$ cat src/rtl/cp0_pkg.sv
// Shared constants for the CP0 interrupt controller: register numbers,
// handler address, SR/Cause field positions and the FSM state type.
package cp0_pkg;

    localparam logic [4:0]  CP0_SR       = 5'd12;
    localparam logic [4:0]  CP0_CAUSE    = 5'd13;
    localparam logic [4:0]  CP0_EPC      = 5'd14;
    localparam logic [4:0]  CP0_PRID     = 5'd15;

    localparam logic [31:0] HANDLER_ADDR = 32'h0000_4180;

    localparam int SR_IM_HI    = 15;
    localparam int SR_IM_LO    = 10;
    localparam int SR_EXL      = 1;
    localparam int SR_IE       = 0;
    localparam int CAUSE_IP_HI = 15;
    localparam int CAUSE_IP_LO = 10;

    localparam int NUM_HWINT   = 6;

    // The FSM state is the SR.EXL flop itself.
    typedef enum logic {
        RUN = 1'b0,
        ISR = 1'b1
    } cp0_state_t;

endpackage

$ cat src/rtl/cp0_int_ctrl_if.sv
// Bus between the datapath (master) and the CP0 interrupt controller (slave).
interface cp0_int_ctrl_if;

    logic [31:0] cpc;
    logic [5:0]  hwint;
    logic [4:0]  sel;
    logic [31:0] din;
    logic        we;
    logic        eret;
    logic [31:0] dout;
    logic        npc4180;
    logic        if_eret;
    logic [31:0] epc;

    modport master (
        output cpc, hwint, sel, din, we, eret,
        input  dout, npc4180, if_eret, epc
    );

    modport slave (
        input  cpc, hwint, sel, din, we, eret,
        output dout, npc4180, if_eret, epc
    );

endinterface

$ cat src/rtl/cp0_int_ctrl_int_sync.sv
// Multi-flop synchronizer for the asynchronous hardware interrupt lines.
module int_sync #(
    parameter int SYNC_STAGES = 2,
    parameter int WIDTH       = 6
) (
    input  logic             clk,
    input  logic             reset,
    input  logic [WIDTH-1:0] i_async,
    output logic [WIDTH-1:0] o_sync
);

    logic [SYNC_STAGES-1:0][WIDTH-1:0] r_sync;

    // Shift the raw levels through SYNC_STAGES flops; stage 0 may go metastable.
    always_ff @(posedge clk or posedge reset) begin
        if (reset) begin
            r_sync <= '0;
        end else begin
            // NOTE: non-blocking so every stage samples its predecessor's old value.
            r_sync <= {r_sync[SYNC_STAGES-2:0], i_async};
        end
    end

    assign o_sync = r_sync[SYNC_STAGES-1];

endmodule

$ cat src/rtl/cp0_int_ctrl.sv
// CP0 interrupt controller: SR/Cause/EPC/PRId, take/return decision and
// mfc0/mtc0 access for the single-cycle MIPS core.
module cp0_int_ctrl
    import cp0_pkg::*;
#(
    parameter logic [31:0] PRID        = 32'h0000_0001,
    parameter int          SYNC_STAGES = 2
) (
    input  logic           clk,
    input  logic           reset,
    cp0_int_ctrl_if.slave  bus
);

    cp0_state_t  r_state;
    logic        r_ie;
    logic [5:0]  r_im;
    logic [31:0] r_epc;

    cp0_state_t  w_state_next;
    logic        w_ie_next;
    logic [5:0]  w_im_next;
    logic [31:0] w_epc_next;

    logic [5:0]  w_ip;
    logic        w_pend;
    logic        w_take;
    logic        w_ret;
    logic [31:0] w_sr;
    logic [31:0] w_cause;

    int_sync #(
        .SYNC_STAGES (SYNC_STAGES),
        .WIDTH       (NUM_HWINT)
    ) u_int_sync (
        .clk     (clk),
        .reset   (reset),
        .i_async (bus.hwint),
        .o_sync  (w_ip)
    );

    // Take/return strobes depend only on flops and eret, never on raw hwint.
    assign w_pend = (|(w_ip & r_im)) & r_ie & (r_state == RUN);
    assign w_take = w_pend;
    assign w_ret  = bus.eret & (r_state == ISR) & ~w_take;

    assign bus.npc4180 = w_take;
    assign bus.if_eret = w_ret;
    assign bus.epc     = r_epc;

    // State register together with the SR fields and EPC.
    always_ff @(posedge clk or posedge reset) begin
        if (reset) begin
            r_state <= RUN;
            r_ie    <= 1'b0;
            r_im    <= '0;
            r_epc   <= '0;
        end else begin
            r_state <= w_state_next;
            r_ie    <= w_ie_next;
            r_im    <= w_im_next;
            r_epc   <= w_epc_next;
        end
    end

    // Next-state: take beats eret, which beats an mtc0 in the same cycle.
    always_comb begin
        // NOTE: every output defaults to its held value first, so no latch is inferred.
        w_state_next = r_state;
        w_ie_next    = r_ie;
        w_im_next    = r_im;
        w_epc_next   = r_epc;
        if (w_take) begin
            w_state_next = ISR;
            w_epc_next   = {bus.cpc[31:2], 2'b00};
        end else if (w_ret) begin
            w_state_next = RUN;
        end else if (bus.we) begin
            if (bus.sel == CP0_SR) begin
                w_im_next    = bus.din[SR_IM_HI:SR_IM_LO];
                w_state_next = cp0_state_t'(bus.din[SR_EXL]);
                w_ie_next    = bus.din[SR_IE];
            end else if (bus.sel == CP0_EPC) begin
                w_epc_next = bus.din;
            end
        end
    end

    // mfc0 read mux; unimplemented bits and registers read as zero.
    always_comb begin
        w_sr                        = '0;
        w_sr[SR_IM_HI:SR_IM_LO]     = r_im;
        w_sr[SR_EXL]                = (r_state == ISR);
        w_sr[SR_IE]                 = r_ie;
        w_cause                     = '0;
        w_cause[CAUSE_IP_HI:CAUSE_IP_LO] = w_ip;
        case (bus.sel)
            CP0_SR:    bus.dout = w_sr;
            CP0_CAUSE: bus.dout = w_cause;
            CP0_EPC:   bus.dout = r_epc;
            CP0_PRID:  bus.dout = PRID;
            default:   bus.dout = '0;
        endcase
    end

endmodule

$ cat src/flat_wrapper.sv
// flat-port wrapper written by rule: the top's interface ports become plain ports
module cp0_int_ctrl_flat import cp0_pkg::*;
#(
    parameter logic [31:0] PRID        = 32'h0000_0001,
    parameter int          SYNC_STAGES = 2
)
  (clk, reset, bus_cpc, bus_hwint, bus_sel, bus_din, bus_we, bus_eret, bus_dout, bus_npc4180, bus_if_eret, bus_epc);
  cp0_int_ctrl_if bus_i ();
  input  logic clk;
  input  logic reset;
  input wire logic [$bits(bus_i.cpc)-1:0] bus_cpc;
  input wire logic [$bits(bus_i.hwint)-1:0] bus_hwint;
  input wire logic [$bits(bus_i.sel)-1:0] bus_sel;
  input wire logic [$bits(bus_i.din)-1:0] bus_din;
  input wire logic [$bits(bus_i.we)-1:0] bus_we;
  input wire logic [$bits(bus_i.eret)-1:0] bus_eret;
  output wire logic [$bits(bus_i.dout)-1:0] bus_dout;
  output wire logic [$bits(bus_i.npc4180)-1:0] bus_npc4180;
  output wire logic [$bits(bus_i.if_eret)-1:0] bus_if_eret;
  output wire logic [$bits(bus_i.epc)-1:0] bus_epc;
  assign bus_i.cpc = bus_cpc;
  assign bus_i.hwint = bus_hwint;
  assign bus_i.sel = bus_sel;
  assign bus_i.din = bus_din;
  assign bus_i.we = bus_we;
  assign bus_i.eret = bus_eret;
  assign bus_dout = bus_i.dout;
  assign bus_npc4180 = bus_i.npc4180;
  assign bus_if_eret = bus_i.if_eret;
  assign bus_epc = bus_i.epc;
  cp0_int_ctrl #(.PRID(PRID), .SYNC_STAGES(SYNC_STAGES)) u_core (.clk(clk), .reset(reset), .bus(bus_i));
endmodule
$ cat config.mk
export PLATFORM = sky130hd
export DESIGN_NAME = cp0_int_ctrl_flat
export DESIGN_NICKNAME = d
export VERILOG_FILES = /design/src/rtl/cp0_pkg.sv /design/src/rtl/cp0_int_ctrl_if.sv /design/src/rtl/cp0_int_ctrl_int_sync.sv /design/src/rtl/cp0_int_ctrl.sv /design/src/flat_wrapper.sv
export SDC_FILE = /design/constraint.sdc
export NUM_CORES = 1
export LEC_CHECK = 0
export ABC_AREA = 1
export CORE_MARGIN = 4
export CORE_UTILIZATION = 45
export CTS_CLUSTER_DIAMETER = 80
export DETAILED_ROUTE_END_ITERATION = 12
export DONT_BUFFER_PORTS = 1
export SLEW_MARGIN = 0
export SYNTH_ARGS = -nofsm -noshare
export SYNTH_HDL_FRONTEND = slang
export SYNTH_SLANG_ARGS = --single-unit
$ cat constraint.sdc
create_clock -name clk -period 1.5 [get_ports clk]
set_clock_uncertainty 0.05 [all_clocks]
set_input_delay 0.3 -clock clk [delete_from_list [all_inputs] [get_ports clk]]
set_output_delay 0.3 -clock clk [all_outputs]
set_load 0.05 [all_outputs]
## After elaboration in Yosys (flattened, before gate mapping)

Index checks and enable logic that the tools add are counted.

| operators by class | value |
|---|---|
| eq/ne operators | 6 |
| bitwise logic cells | 8 |
| $mul | 0 |
| divide/modulo/power cells | 0 |
| magnitude comparators | 0 |
| add/sub/neg operators | 0 |
| mux-type cells | 10 |
| shift operators | 0 |
| reductions and logical operators | 8 |

Operators with widths:

| cell | number |
|---|---|
| 32-bit two-way mux | 5 |
| 32-bit one-hot mux with 4 select lines | 1 |
| 5-bit by 4-bit equality test with 1-bit output, second input constant | 4 |
| 4-bit AND reduction | 2 |
| 6-bit bitwise AND | 1 |
| 3-bit nonzero test | 2 |
| 6-bit OR reduction | 1 |
| 1-bit bitwise AND | 4 |
| 1-bit two-way mux | 4 |
| 2-bit by 1-bit != test with 1-bit output, second input constant | 2 |
| 2-bit nonzero test | 2 |
| 1-bit NOT | 3 |
| 2-bit AND reduction | 1 |

| storage, ports and cells | value |
|---|---|
| word-level logic and storage cells | 38 |
| bits in writable memories | 0 |
| input bits | 79 |
| memories kept | 0 |
| bits in latches | 0 |
| memory bits (read-only) | 0 |
| output and inout bits | 66 |
| register bits | 52 |

## Depth between registers and ports, before layout

Gate-level depths: netlist of run 1.

| logic depth | value |
|---|---|
| depth in word-level cells | 8 |
| mapped depth | 10 |
| gate-level depth less buffers | 9 |

## Hierarchy

From an unflattened synthesis of run 1, not the netlist that was laid out.

| second synthesis, totals | value |
|---|---|
| cells, all modules | 404 |
| area total of the unflattened synthesis | 2,824.0 µm² |

By module, submodules not included:

| module | cells each | instances | area an instance (µm²) | seq. area each (µm²) |
|---|---|---|---|---|
| cp0_int_ctrl | 385 | 1 | 2,474.9 | 1,001.0 |
| int_sync | 19 | 1 | 349.1 | 300.3 |

## Least setup slack after synthesis of run 1

OpenSTA, ideal clock, no wires.

| timing | value |
|---|---|
| path kind | reg-to-output |
| from | register u_core.r_epc[0], in the netlist u_core.bus.epc[0] |
| to | output bus_dout[0] |
| path buffers | 0 |
| arrival | 2.013 ns |
| stages on the path, launching flop included | 3 |
| slack | -0.863 ns |
| required time | 1.150 ns |
| path through | dfrtp_1 -> o21ai_0 -> a211oi_1 |

| between the ends | value |
|---|---|
| cells in the longest elaborated chain, start to end | 1 |

RTL lines:

| what | line | source |
|---|---|---|
| start: declaration | cp0_int_ctrl.sv:17 | `logic [31:0] r_epc;` |
| start signal: assignment | cp0_int_ctrl.sv:61 | `r_epc <= w_epc_next;` |
| 32-bit one-hot mux with 4 select lines | cp0_int_ctrl.sv:96 | `case (bus.sel)` |
| end: declaration | flat_wrapper.sv:17 | `output wire logic [$bits(bus_i.dout)-1:0] bus_dout;` |

Every way passes these cells.

## Worst setup path in the final report of run 1

| timing | value |
|---|---|
| from | register u_core.u_int_sync.r_sync (netlist bit u_core.u_int_sync.o_sync[3]) |
| to | output bus_npc4180 |

| between the ends | value |
|---|---|
| cells in the longest elaborated chain, start to end | 4 |

RTL lines:

| what | line | source |
|---|---|---|
| start: declaration | cp0_int_ctrl_int_sync.sv:12 | `logic [SYNC_STAGES-1:0][WIDTH-1:0] r_sync;` |
| start signal: assignment | cp0_int_ctrl_int_sync.sv:20 | `r_sync <= {r_sync[SYNC_STAGES-2:0], i_async};` |
| 6-bit bitwise AND | cp0_int_ctrl.sv:42 | `assign w_pend = (\|(w_ip & r_im)) & r_ie & (r_state == RUN);` |
| 6-bit OR reduction | cp0_int_ctrl.sv:42 |  |
| 1-bit bitwise AND (2 in series) | cp0_int_ctrl.sv:42 |  |
| end: declaration | flat_wrapper.sv:18 | `output wire logic [$bits(bus_i.npc4180)-1:0] bus_npc4180;` |

Every way passes these cells.

==> results of run 1 <==
per-layer routing:
metal	vias to the layer above	part of all wire, %	routed length, um
met4	0	1.4	133
li1	1470	-	-
met5	-	0	0
met1	1396	39	3730
met3	10	8.2	776
met2	119	51	4820
synth_stat cells:
cell type	instances
sky130_fd_sc_hd__a211oi_1	1
sky130_fd_sc_hd__a21oi_1	1
sky130_fd_sc_hd__a22o_1	1
sky130_fd_sc_hd__buf_1	2
sky130_fd_sc_hd__buf_2	5
sky130_fd_sc_hd__buf_4	2
sky130_fd_sc_hd__buf_6	6
sky130_fd_sc_hd__clkbuf_1	4
sky130_fd_sc_hd__clkinv_2	1
sky130_fd_sc_hd__dfrtp_1	52
sky130_fd_sc_hd__inv_1	87
sky130_fd_sc_hd__inv_2	1
sky130_fd_sc_hd__nand2_1	110
sky130_fd_sc_hd__nand2_2	3
sky130_fd_sc_hd__nand2_4	3
sky130_fd_sc_hd__nand2_8	1
sky130_fd_sc_hd__nand3_1	98
sky130_fd_sc_hd__nor2_1	26
sky130_fd_sc_hd__nor2_2	3
sky130_fd_sc_hd__nor2_4	1
sky130_fd_sc_hd__nor2_8	1
sky130_fd_sc_hd__nor3_1	1
sky130_fd_sc_hd__nor3_4	1
sky130_fd_sc_hd__o211ai_1	1
sky130_fd_sc_hd__o21ai_0	1
sky130_fd_sc_hd__o21ai_1	1
sky130_fd_sc_hd__or2_1	3
sky130_fd_sc_hd__or2_2	3
cell usage in the layout, fill, tap and decap left out, types with 2 or more instances in the layout:
cell                            instances
sky130_fd_sc_hd__nand2_1               94
sky130_fd_sc_hd__nand3_1               90
sky130_fd_sc_hd__inv_1                 83
sky130_fd_sc_hd__buf_4                 51
sky130_fd_sc_hd__dfrtp_1               50
sky130_fd_sc_hd__buf_12                36
sky130_fd_sc_hd__nor2_4                26
sky130_fd_sc_hd__nand2_2               11
sky130_fd_sc_hd__nand2_4                8
sky130_fd_sc_hd__dlygate4sd3_1          7
sky130_fd_sc_hd__nand3_4                6
sky130_fd_sc_hd__clkbuf_16              6
sky130_fd_sc_hd__nand2_8                5
sky130_fd_sc_hd__clkbuf_8               5
sky130_fd_sc_hd__buf_6                  5
sky130_fd_sc_hd__inv_6                  3
sky130_fd_sc_hd__clkinvlp_4             3
sky130_fd_sc_hd__or2_1                  3
sky130_fd_sc_hd__or2_2                  3
sky130_fd_sc_hd__nor2_2                 2
sky130_fd_sc_hd__nor2_1                 2
sky130_fd_sc_hd__o21ai_1                2
sky130_fd_sc_hd__nand3_2                2
sky130_fd_sc_hd__buf_8                  2
sky130_fd_sc_hd__dfrtp_2                2
power by group through the flow:
stage	clock (W)	combinational, W	sequential (W)
2_1_floorplan	0	0.00153	0.00373
3_3_place_gp	0	0.00426	0.00216
3_5_place_dp	0	0.00435	0.00219
4_1_cts	0.000874	0.00446	0.00217
5_1_grt	0.000946	0.00526	0.00223
6_report	0.000859	0.00493	0.00217
cell type report:
type / count / area share [%]
clock buffer: 5 / 1.40
timing repair buffer: 107 / 28.8
multi-input combinational: 261 / 33.5
inverter: 89 / 7.22
tap: 77 / 1.97
clock inverter: 3 / 0.510
sequential: 52 / 26.6
state kept, by name (all words and copies together), names as in the netlist:
signal / flops
u_core.bus.epc: 32
u_core.r_ie: 1
u_core.r_im: 6
u_core.r_state: 1
u_core.u_int_sync.o_sync: 6
u_core.u_int_sync.r_sync: 6
worst max-delay path by stage:
| stage | start | to | slack (ns) | cells after the start |
|---|---|---|---|---|
| after detailed placement | bus_sel[3] | u_core.bus.epc[23] | -0.07 | 8 |
| after CTS | u_core.u_int_sync.o_sync[4] | bus_npc4180 | -0.26 | 7 |
| after floorplan | bus_sel[3] | bus_dout[0] | -0.15 | 6 |
| after global placement | u_core.u_int_sync.o_sync[2] | bus_npc4180 | -0.02 | 7 |
| after global routing | u_core.r_im[2] | bus_npc4180 | -0.35 | 7 |
| final | u_core.u_int_sync.o_sync[3] | bus_npc4180 | -0.26 | 7 |
logic make-up after synthesis:
group | count (synthesis) | synth area share [%]
AOI/OAI and AO/OA | 6 | 1.30
buffers and inverters | 108 | 15.6
DFF | 52 | 43.6
and+or+nand+nor | 254 | 39.6
per-stage QoR:
stage	area, um^2	power, W	util, %
CTS	4500	0.00750	70.5
floorplan	3330	0.00526	-
global placement	4270	0.00642	66.8
global route	4900	0.00843	76.8
detailed placement	4270	0.00653	66.8
finish	4900	0.00796	76.8
timing repair:
action                                 4_1_cts  5_1_grt
hold buffers                                 7        0
endpoints found under the hold margin       58        0
cloned                                       0        7
setup endpoints to repair                   20       48
setup buffers                                3        8
resized for setup                           10       42
pin swaps                                    8       15
==> summary by stage, run 1 <==
Run status
The run finished, with violations left. The checks that failed: setup timing.

Power
Summed over all nets, the switching power comes to between 0.004 and 0.005 W. The leakage power is 2.61 nW. The combinational power share is 61.9%. The clock network fraction of total power is 10.8%. The worst-case IR drop observed on VDD is around 1.2 mV. Cell internal power was estimated by the tool at 0.00389 W.

The switching power as a share of total power is just over 50%. Sequential cells burn about 27% of the power. The total power divided by cell area is between 1500 and 2000 nW/um^2.

Clocking
The CTS root buffer is sky130_fd_sc_hd__clkbuf_8. Clock-pin slew was measured on the worst setup and hold paths at 0.11 ns. The number of sinks on the clock net is 52. TritonCTS created 5 clock buffers.

The TritonCTS clock tree is built. The maximum level of the CTS H-tree is 2. The clock passes through at most 2 buffers. The latest clock arrival within the worst-skew pair is 0.31 ns.

Die
The die covers 8010 um^2. The core region is 6390 um^2. The die width is 89.5 um. For this configuration, the core starts out at a cell density of 46.8%.

The die outline height is 89.5 um. The row count is 29. between 100 and 150 I/O pins were placed.

STA
After layout, the minimum clock period comes to around 1.8 ns. The worst max-slew margin expressed relative to the limit is 81.6%. The pin slew with the least headroom to its limit is 0.276 ns. The final period utilization is 117%. Setup violations remaining at the end of the flow were counted as 43. The hold violation total from the final report is 0. The final count of pins violating max slew is 0. Once routing completed, OpenROAD measured the worst setup slack at -0.259 ns. Setup repair after global routing could not meet its margin everywhere. Final hold analysis gives a worst-case slack of 0.0711 ns. The aggregate negative setup slack is -4.28 ns.

Timing would allow up to 568 MHz.

Hold path
The worst hold path was traced through 2 stages. The worst hold path endpoint is u_core.r_im[4]. The worst hold path belongs to the class input pin to flip-flop.

The startpoint of the most critical hold path is bus_din[14].

Setup path
The family with the most delay on the worst path is simple AND/OR/NAND/NOR gates. The worst path arrival time is 1.41 ns. The endpoint of the lowest-slack register-to-register path is u_core.bus.epc[13]. The register-to-register path setup slack is -0.20 ns. The signal on the critical path passes through nand2_1 > nand2_1 > nor2_2 > nand2_4 > nand2_8 > clkinvlp_4 > buf_12.

The cell depth of the worst flop-to-flop path is 8. The largest driver fanout on the critical path is 2. The maximum cell stage delay along the critical path is 0.40 ns. STA classifies the critical path endpoint as a primary output. The class of the most critical setup path is flip-flop to primary output. The sort of element at the start of the critical path is a flip-flop. The most common cell type on the critical path is sky130_fd_sc_hd__nand2_1. STA puts the critical path data required time at 1.15 ns. For this design, the slowest cell found on the critical path is sky130_fd_sc_hd__dfrtp_1. The worst path buffer plus inverter count is 2.

The startpoint identified for the worst register-to-register timing path is u_core.r_state.

Routing
For this run, the detailed router's first-pass iteration total came to 4. Dividing the detail-routed wire length by the instance count gives 15.9 um. The routed wire length is 9.45 mm. The detail route stage leaves a number of antenna-violating nets equal to 0. The total via count in the routed design is 2,995. The number of DRC markers after the initial detailed-route iteration is 173. The number of remaining DRC errors is 0. Dividing the detail-routed via count by the number of cells gives ~5.

Place
In this run, placement finished with an instance count of 562. The number of port buffers is 0. The final weighted congestion of routability-driven global placement is 0.824.

The placed wire-length estimate after detailed placement is 6.47 mm. Before CTS, the worst setup slack after placement is -0.0688 ns.

Cells and area
The repair_antennas step left the layout with diodes totalling 0. The layout has 451 filler cells. Of the cells placed in the final design, the portion with a size suffix greater than 1 is between 30 and 40%. The final layout contains approximately 600 nets. The area of the multi-input gates is 1640 um^2.

Excluding fillers, the count of instances in the completed layout stands at 594. The relative area change from synthesis to final layout is 64.1%. The sequential cell area is 1300 um^2.

Logic synthesis
Ranked by total cell area, the synthesized netlist is headed by sky130_fd_sc_hd__dfrtp_1 44%, sky130_fd_sc_hd__nand3_1 16%, sky130_fd_sc_hd__nand2_1 14%. The combined area of all synthesized cells is 2990 um^2. Averaged over all synthesized cells, the footprint is 7.11 um^2. During synthesis, Yosys emitted a total of 0 warnings. The unique cell type count in the Yosys netlist is 28. After synthesis the netlist holds a flip-flop and latch count of 52. The top cell type by area accounts for 43.6% of the synthesized area. Of all cell types, the one taking the most synthesized area is sky130_fd_sc_hd__dfrtp_1. The instance count of the mapped netlist is 420. The net count after synthesis is 499. The register area share after synthesis is 43.6%.

Global route
The overall routing resource usage is 22.0%. The met1 track demand over resource is 28.8%. The global routing stage identified its most utilized layer as met2.

Global routing used 4.98% of the available met3 tracks. The via count of the first global-routing pass is 2,847. The initial antenna violation count is 0. The global routing met2 resource utilization is between 30% and 40%. The pin count of the biggest net entering global routing is between 40 and 50. The remaining global-route overflow is 0. The first-pass GRT wire length is 13.7 mm.

Run
Max-cap violations in this run came to 0.
(Power assumes the default switching activity.)
==> run 2, diff against run 1 <==
--- a/config.mk
+++ b/config.mk
@@ -7,11 +7,12 @@
 export LEC_CHECK = 0
 export ABC_AREA = 1
 export CORE_MARGIN = 4
-export CORE_UTILIZATION = 45
+export CORE_UTILIZATION = 36
 export CTS_CLUSTER_DIAMETER = 80
 export DETAILED_ROUTE_END_ITERATION = 12
-export DONT_BUFFER_PORTS = 1
+export PLACE_DENSITY = 0.77
 export SLEW_MARGIN = 0
 export SYNTH_ARGS = -nofsm -noshare
 export SYNTH_HDL_FRONTEND = slang
+export SYNTH_HIERARCHICAL = 1
 export SYNTH_SLANG_ARGS = --single-unit
==> summary by stage, run 2 <==
Run status
The run finished, with violations left. The final reports fail on setup timing.

Logic synthesis
The main flop type after synthesis is sky130_fd_sc_hd__dfrtp_1. The mean area per synthesized cell is 6.99 um^2 (-1.7%). The number of enable-type register cells in the synthesized netlist is 0 (unchanged). The instance count of the mapped netlist is 404 (-3.8%). The net count after synthesis was 483 (-3.2%).

The total of flip-flops plus latches after synthesis was 52 (unchanged). The share of the synthesized area in the top cell type is 46.1% (+2.5 points). The fraction of registers with async set/reset is 100% (unchanged). Yosys instantiated no cell more often than sky130_fd_sc_hd__nand2_1. The register area share after synthesis is 46.1% (+2.5 points). The combined area of all synthesized cells came to 2820 um^2 (-5.5%). The cell type contributing the most total cell area after synthesis is sky130_fd_sc_hd__dfrtp_1.

The unique cell type count in the Yosys netlist is 21 (-25%). Counting instances in the post-synthesis netlist gives the leading cell types as 193 x sky130_fd_sc_hd__nand2_1, 52 x sky130_fd_sc_hd__dfrtp_1, 43 x sky130_fd_sc_hd__inv_1, 36 x sky130_fd_sc_hd__nand3_1, 27 x sky130_fd_sc_hd__nor2_1. By area the synthesized netlist is led by sky130_fd_sc_hd__dfrtp_1 46%, sky130_fd_sc_hd__nand2_1 26%, sky130_fd_sc_hd__nand3_1 6.4%. The Yosys warning count is 6 (+6).

Power
The overall power is 0.00855 W (+7.4%). The net load switching power is 0.00399 W (-1.9%). The portion of total power attributed to sequential cells was 28.7% (+1.4 points). The clock network fraction of total power is 9.6% (-1.2 points). The total power divided by cell area is 1450 nW/um^2 (-10%). The switching power as a share of total power is 46.7% (-4.4 points). The combinational power share came to 61.8% (about the same). The cell-internal power is 0.00455 W (+17%).

The leakage power came to 2.83 nW (+8.6%). The maximum vdd ir drop is 1.02 mV (-17%).

STA
Setup repair after global routing could not meet its margin everywhere. The time the final worst path needs with I/O delays and setup is 1.71 ns (-0.0500 ns). The final period utilization is 114% (-3.3 points). The maximum clock frequency is 585 MHz (+2.9%). The pin slew with the least headroom to its limit is 0.483 ns (+0.206 ns).

The hold violation total from the final report came to 0 (unchanged). The final count of pins violating max slew was 0 (unchanged). The smallest setup slack after layout is -0.209 ns (+0.0500 ns).

The final setup violation count is 57 (+33%). The worst max-slew margin expressed relative to the limit is 67.8% (-14 points).

Routing
The routed wire length is 10.5 mm (+11%). The total via count in the routed design came to 3,300 (+10%). The number of DRC markers after the initial detailed-route iteration is 172 (-0.58%). The number of detailed-route iterations in the first pass is 4 (unchanged). The count of antenna-violating nets left after detailed routing came to 0 (unchanged). The via density per instance is 4.84 (-4.0%). The met2 routed wirelength came to 5.62 mm (+17%). The average wire length per cell after detail routing is 15.5 um (-2.9%). The number of remaining DRC errors is 0 (unchanged).

The total routed wire length on the met1 layer is 3.91 mm (+5.0%). In this run the top signal layer used is met4. The total met3 wirelength after detailed routing is 799 um (+3.0%).

Setup path
The endpoint of the lowest-slack register-to-register path is u_core/bus.epc[0]. The endpoint required time on the critical path is 1.15 ns (about the same). The worst path arrival time is 1.36 ns (-0.05 ns). STA classifies the critical path startpoint as a flip-flop.

The cell depth of the worst flop-to-flop path came to 11 (+3). The startpoint identified for the worst register-to-register timing path is u_core/u_int_sync/o_sync[5]. The setup path with the least slack is of type flip-flop to primary output.

The register-to-register path setup slack is -0.17 ns (+0.03 ns). The capturing element type of the critical path is a primary output. The largest driver fanout on the critical path is 2 (unchanged).

Clocking
The hold buffer count at cts came to 0 (-7). TritonCTS built the clock tree. The maximum level of the CTS H-tree came to 2 (unchanged). The number of sinks on the clock net came to 52 (unchanged). The latest clock arrival within the worst-skew pair is 0.30 ns (about the same). The clock tree buffer depth is 2 (unchanged).

The number of CTS-inserted buffers is 5 (unchanged). The CTS root buffer is sky130_fd_sc_hd__clkbuf_8. The clock slew seen by the registers of the worst setup and hold paths is 0.10 ns (about the same).

Global route
The overall routing resource usage is 21.5% (-0.58 points). The first-pass GRT wire length came to 15.5 mm (+13%). The pin count of the biggest net entering global routing came to 37 (-23%). The remaining global-route overflow is 0 (unchanged). The initial antenna violation count is 0 (unchanged). The via count of the first global-routing pass came to 3,328 (+17%).

Die
The initial core utilization was 36.7% (-10 points). The area of the core is 7690 um^2 (+20%). The row count is 32 (+10%). The die footprint was 9330 um^2 (+16%).

The number of ports placed on the die boundary is 145 (unchanged). The die width is 96.6 um (+7.9%). The die outline height came to 96.6 um (+7.9%).

Cells and area
In the layout the commonest cells are 179 x sky130_fd_sc_hd__nand2_1, 76 x sky130_fd_sc_hd__buf_12, 71 x sky130_fd_sc_hd__clkdlybuf4s50_1. The commonest non-fill, non-tap cell in the layout is sky130_fd_sc_hd__nand2_1. The total non-filler cell area in the finished layout is 5880 um^2 (+20%).

The flip-flop count of the largest register after layout is 32 (unchanged). The share of final-layout standard cells stronger than drive strength 1 was 34.8% (-0.76 points). The share of the core filled with cells is 76.5% (-0.30 points). The area of the multi-input gates is 1540 um^2 (-6.2%).

The count of inserted antenna diode cells was 0 (unchanged). The number of nets in the layout is 658 (+11%). The sequential cell area is 1300 um^2 (unchanged).

The relative area change from synthesis to final layout is 108%. The number of fillers in the final layout is 527 (+17%).

Run
The number of max-capacitance violations reported is 0 (unchanged).

Place
The post-detailed-placement cell area is 5450 um^2 (+28%). The final weighted congestion of routability-driven global placement came to 0.784 (-4.8%). The placed wire-length estimate after detailed placement is 7.71 mm (+19%). The number of port buffers is 142 (+142).

Hold path
The min-delay analysis places its worst path in the category input pin to async pin.
## run 2: cell types whose count changed in the layout (fill, tap and decap cells not counted), sizes merged, moves of 2 or more
cell and change:
nand2 +80, clkdlybuf4s50 +71, nand3 -59, inv -46, buf +26, o21ai +10
dlygate4sd3 -7, clkbuf -6, or2 -6, clkinv +2, nand4 +2
## run 2: what timing repair did
item / in CTS / in global routing
pin swaps: 24 / 20
setup buffers: 16 / 7
resized for setup: 59 / 22
endpoints found under the setup margin: 74 / 71
cloned: 0 / 1
## run 2: layout make-up
type,instances,area share (%)
Multi-Input combinational cell,285,26.2
Timing Repair Buffer,191,44.9
Inverter,44,2.98
Clock buffer,5,1.17
Sequential cell,52,22.2
Tap cell,102,2.17
Clock inverter,3,0.383
## run 2: worst max-delay path, cell delays in order (launching register included)
cell                         delay, ns
sky130_fd_sc_hd__dfrtp_1          0.39
sky130_fd_sc_hd__nand2_1          0.07
sky130_fd_sc_hd__nand2_1          0.06
sky130_fd_sc_hd__nor2_2           0.13
sky130_fd_sc_hd__nand2_2          0.09
sky130_fd_sc_hd__nand2_4          0.08
sky130_fd_sc_hd__clkinvlp_4       0.09
sky130_fd_sc_hd__buf_12           0.15
## run 2: per-stage QoR
| stage | worst slack (ns) | hold WS, ns | std cells | setup TNS [ns] |
|---|---|---|---|---|
| 3_3_place_gp | -0.537 | 0.283 | 657 | -27.01 |
| 2_1_floorplan | -0.145 | 0.115 | 404 | -0.283 |
| 4_1_cts | -0.212 | 0.169 | 677 | -5.61 |
| 3_5_place_dp | -0.598 | 0.289 | 657 | -31.86 |
| 5_1_grt | -0.315 | 0.176 | 682 | -12.22 |
| 6_report | -0.209 | 0.177 | 682 | -6.72 |
## run 2: kinds of logic after synthesis
family | Yosys count | share of synthesized area (%)
buffers and inverters | 68 | 11.3
and+or+nand+nor | 271 | 39.9
DFF | 52 | 46.1
AOI/OAI and AO/OA | 13 | 2.70
## run 2: routing by layer
layer / global-route usage, % / up-vias
met5: 0 / -
met4: 6.43 / 0
met3: 4.88 / 18
met2: 40.2 / 111
met1: 24.0 / 1606
li1: - / 1565
## run 2: power by group through the flow
| stage | logic [W] | registers, W | clock network (W) |
|---|---|---|---|
| after floorplan | 0.00140 | 0.00350 | 0 |
| final | 0.00528 | 0.00245 | 0.000817 |
| after global placement | 0.00498 | 0.00243 | 0 |
| after CTS | 0.00517 | 0.00245 | 0.000838 |
| after detailed placement | 0.00509 | 0.00246 | 0 |
| after global routing | 0.00554 | 0.00251 | 0.000895 |
## run 2: worst max path at each step
stage	start	endpoint	slack [ns]	cells after the start
after floorplan	bus_sel[3]	bus_dout[0]	-0.14	5
after global placement	bus_sel[3]	bus_dout[0]	-0.54	8
after detailed placement	bus_sel[3]	bus_dout[0]	-0.60	8
after CTS	u_core/r_im[5]	bus_npc4180	-0.21	7
after global routing	u_core/r_im[5]	bus_npc4180	-0.31	7
final	u_core/u_int_sync/o_sync[5]	bus_npc4180	-0.21	7
==> run 3, diff against run 2 <==
--- a/config.mk
+++ b/config.mk
@@ -10,7 +10,7 @@
 export CORE_UTILIZATION = 36
 export CTS_CLUSTER_DIAMETER = 80
 export DETAILED_ROUTE_END_ITERATION = 12
-export PLACE_DENSITY = 0.77
+export PLACE_DENSITY = 0.81
 export SLEW_MARGIN = 0
 export SYNTH_ARGS = -nofsm -noshare
 export SYNTH_HDL_FRONTEND = slang
==> summary by stage, run 3 (synthesis results as in run 2) <==
Setup path
The worst path arrival time is 1.40 ns (+0.04 ns). The worst path buffer plus inverter count is 2 (unchanged). The slowest stage of the critical path belongs to the cell sky130_fd_sc_hd__dfrtp_1. STA classifies the critical path endpoint as a primary output. The family with the most delay on the worst path is simple AND/OR/NAND/NOR gates. The largest driver fanout on the critical path is 2 (unchanged). The class of the most critical setup path is flip-flop to primary output.

The endpoint required time on the critical path is 1.15 ns (about the same). The sort of element at the start of the critical path is a flip-flop. The signal on the critical path passes through nand2_1 > nand2_1 > nor2_2 > nand2_2 > nand2_4 > clkinvlp_4 > buf_12.

The most common cell type on the critical path is sky130_fd_sc_hd__nand2_1. The maximum cell stage delay along the critical path is 0.40 ns (about the same).

Power
The maximum vdd ir drop is 0.897 mV (-12%). The total power divided by cell area is 1460 nW/um^2 (+0.40%). The leakage power is 2.91 nW (+2.8%).

Cells and area
The commonest non-fill, non-tap cell in the layout is sky130_fd_sc_hd__nand2_1. The relative area change from synthesis to final layout is 114%. The count of inserted antenna diode cells is 0 (unchanged).

The share of final-layout standard cells stronger than drive strength 1 is 34.5% (-0.34 points). The flip-flop count of the largest register after layout was 32 (unchanged). The number of nets in the layout is 658 (unchanged). The share of the core filled with cells was 78.6% (+2.1 points). The top cell types in the final layout, fill and taps aside, are 178 x sky130_fd_sc_hd__nand2_1, 75 x sky130_fd_sc_hd__buf_12, 71 x sky130_fd_sc_hd__clkdlybuf4s50_1.

Global route
The remaining global-route overflow is 0 (unchanged). The via count of the first global-routing pass is 3,417 (+2.7%). The initial antenna violation count is 0 (unchanged). The first-pass GRT wire length came to 16.3 mm (+5.0%). The overall routing resource usage was 22.7% (+1.2 points). The pin count of the biggest net entering global routing is 41 (+11%).

Routing
The via density per instance is 4.88 (+0.88%). The number of DRC markers after the initial detailed-route iteration is 173 (+0.58%). The average wire length per cell after detail routing was 16.9 um (+9.3%). The routed wire length is 11.5 mm (+9.3%). The number of remaining DRC errors is 0 (unchanged). The total via count in the routed design is 3,329 (+0.88%). The count of antenna-violating nets left after detailed routing came to 0 (unchanged). The number of detailed-route iterations in the first pass was 5 (+1).

STA
The worst hold slack across all endpoints is 0.277 ns (+0.100 ns). The hold violation total from the final report was 0 (unchanged). The aggregate negative setup slack is -10.57 ns (-3.86 ns). The final period utilization came to 117% (+2.7 points). The smallest setup slack after layout is -0.250 ns (-0.0404 ns). The maximum clock frequency is 572 MHz (-2.3%). The final setup violation count came to 73 (+28%). The worst max-slew margin expressed relative to the limit was 68.5% (+0.71 points). Setup repair after global routing could not meet its margin everywhere. The time the final worst path needs with I/O delays and setup is 1.75 ns (+0.0404 ns). The final count of pins violating max slew is 0 (unchanged). The pin slew with the least headroom to its limit is 0.472 ns (-0.0106 ns).

Clocking
The latest clock arrival within the worst-skew pair is 0.31 ns (about the same). TritonCTS built the clock tree. The clock tree buffer depth is 2 (unchanged). The number of sinks on the clock net came to 52 (unchanged). The clock slew seen by the registers of the worst setup and hold paths is 0.11 ns (about the same). The maximum level of the CTS H-tree is 2 (unchanged).

The number of CTS-inserted buffers came to 5 (unchanged). The CTS root buffer is sky130_fd_sc_hd__clkbuf_8.

Die
The die width is 96.6 um (unchanged). The row count came to 32 (unchanged). The die footprint came to 9330 um^2 (unchanged). The initial core utilization came to 36.7% (unchanged). The number of ports placed on the die boundary is 145 (unchanged). The die outline height came to 96.6 um (unchanged). The area of the core is 7690 um^2 (unchanged).

Place
The placed wire-length estimate after detailed placement is 7.60 mm (-1.5%). The final weighted congestion of routability-driven global placement is 0.832 (+6.1%). The post-placement setup slack is -0.570 ns (+0.0283 ns). The number of port buffers is 142 (unchanged).

Run status
The checks that failed: setup timing. The run finished, with violations left.

Hold path
The type of the worst min-delay path is input pin to async pin.

Run
The number of max-capacitance violations reported is 0 (unchanged).
==> run 3: changes by cell type in the layout (fill, tap and decap cells not counted), moves of 2 or more <==
cell and change:
sky130_fd_sc_hd__buf_16 +4, sky130_fd_sc_hd__buf_4 -3, sky130_fd_sc_hd__buf_6 -3, sky130_fd_sc_hd__clkbuf_16 +4, sky130_fd_sc_hd__nand2_2 -2, sky130_fd_sc_hd__nand2_8 +2
sky130_fd_sc_hd__o21ai_1 +2
==> run 3: where the power goes <==
part           switching, W  total (W)  leakage, nW  internal (W)
Sequential         0.000605    0.00246        0.647       0.00185
Combinational       0.00301    0.00549         2.21       0.00248
Clock              0.000517   0.000871       0.0511      0.000354
==> run 3: worst paths after layout <==
path | from | endpoint | slack, ns | depth (start not counted)
worst max-delay path | u_core/u_int_sync/o_sync[2] | bus_npc4180 | -0.25 | 7
worst min-delay path | reset | u_core/u_int_sync/r_sync[3] | 0.28 | 2
worst max register to register | u_core/u_int_sync/o_sync[2] | u_core/bus.epc[25] | -0.19 | 12
worst min register to register | u_core/u_int_sync/r_sync[4] | u_core/u_int_sync/o_sync[4] | 0.31 | 0
max in group asynchronous | reset | u_core/u_int_sync/o_sync[1] | 0.80 | 2
min in group clk | u_core/u_int_sync/r_sync[4] | u_core/u_int_sync/o_sync[4] | 0.31 | 0
==> run 3: through the flow <==
stage | cell area [um^2] | cells | total power (W)
2_1_floorplan | 3090 | 404 | 0.00489
3_3_place_gp | 5370 | 648 | 0.00740
3_5_place_dp | 5370 | 648 | 0.00753
4_1_cts | 5760 | 670 | 0.00853
5_1_grt | 6040 | 682 | 0.00923
6_report | 6040 | 682 | 0.00882
==> run 3: layout make-up <==
cell class                      instances  area, um^2
Clock inverter                          3        28.8
Fill cell                             522        1650
Inverter                               44         175
Multi-Input combinational cell        285        1580
Tap cell                              102         128
Timing Repair Buffer                  191        2760
Sequential cell                        52        1300
Clock buffer                            5        68.8
==> run 3: per-layer routing <==
metal  vias up  GRT usage (%)  share of wire, %  wire [um]
met1      1594           26.2                37       4250
met2       160           41.9                52       5990
li1       1563              -                 -          -
met4         0           5.26               1.4        167
met5         -              0                 0          0
met3        12           5.73               9.6       1110
==> run 3: worst register-to-register path, cell delays in order, from the launching register on <==
cell and delay [ns]:
sky130_fd_sc_hd__dfrtp_1 0.40, sky130_fd_sc_hd__nand2_1 0.07, sky130_fd_sc_hd__nand2_1 0.06, sky130_fd_sc_hd__nor2_2 0.12, sky130_fd_sc_hd__nand2_2 0.09, sky130_fd_sc_hd__nand2_4 0.10
sky130_fd_sc_hd__buf_4 0.12, sky130_fd_sc_hd__buf_12 0.14, sky130_fd_sc_hd__nand2_8 0.07, sky130_fd_sc_hd__nand2_8 0.12, sky130_fd_sc_hd__clkbuf_16 0.15, sky130_fd_sc_hd__nand2_1 0.07
sky130_fd_sc_hd__nand2_1 0.08
==> run 3: what timing repair did <==
action / 4_1_cts / 5_1_grt
pin swaps: 20 / 19
setup endpoints to repair: 73 / 74
resized for setup: 57 / 30
hold buffers: 0 / 0
gates cloned: 3 / 6
setup buffers: 11 / 6
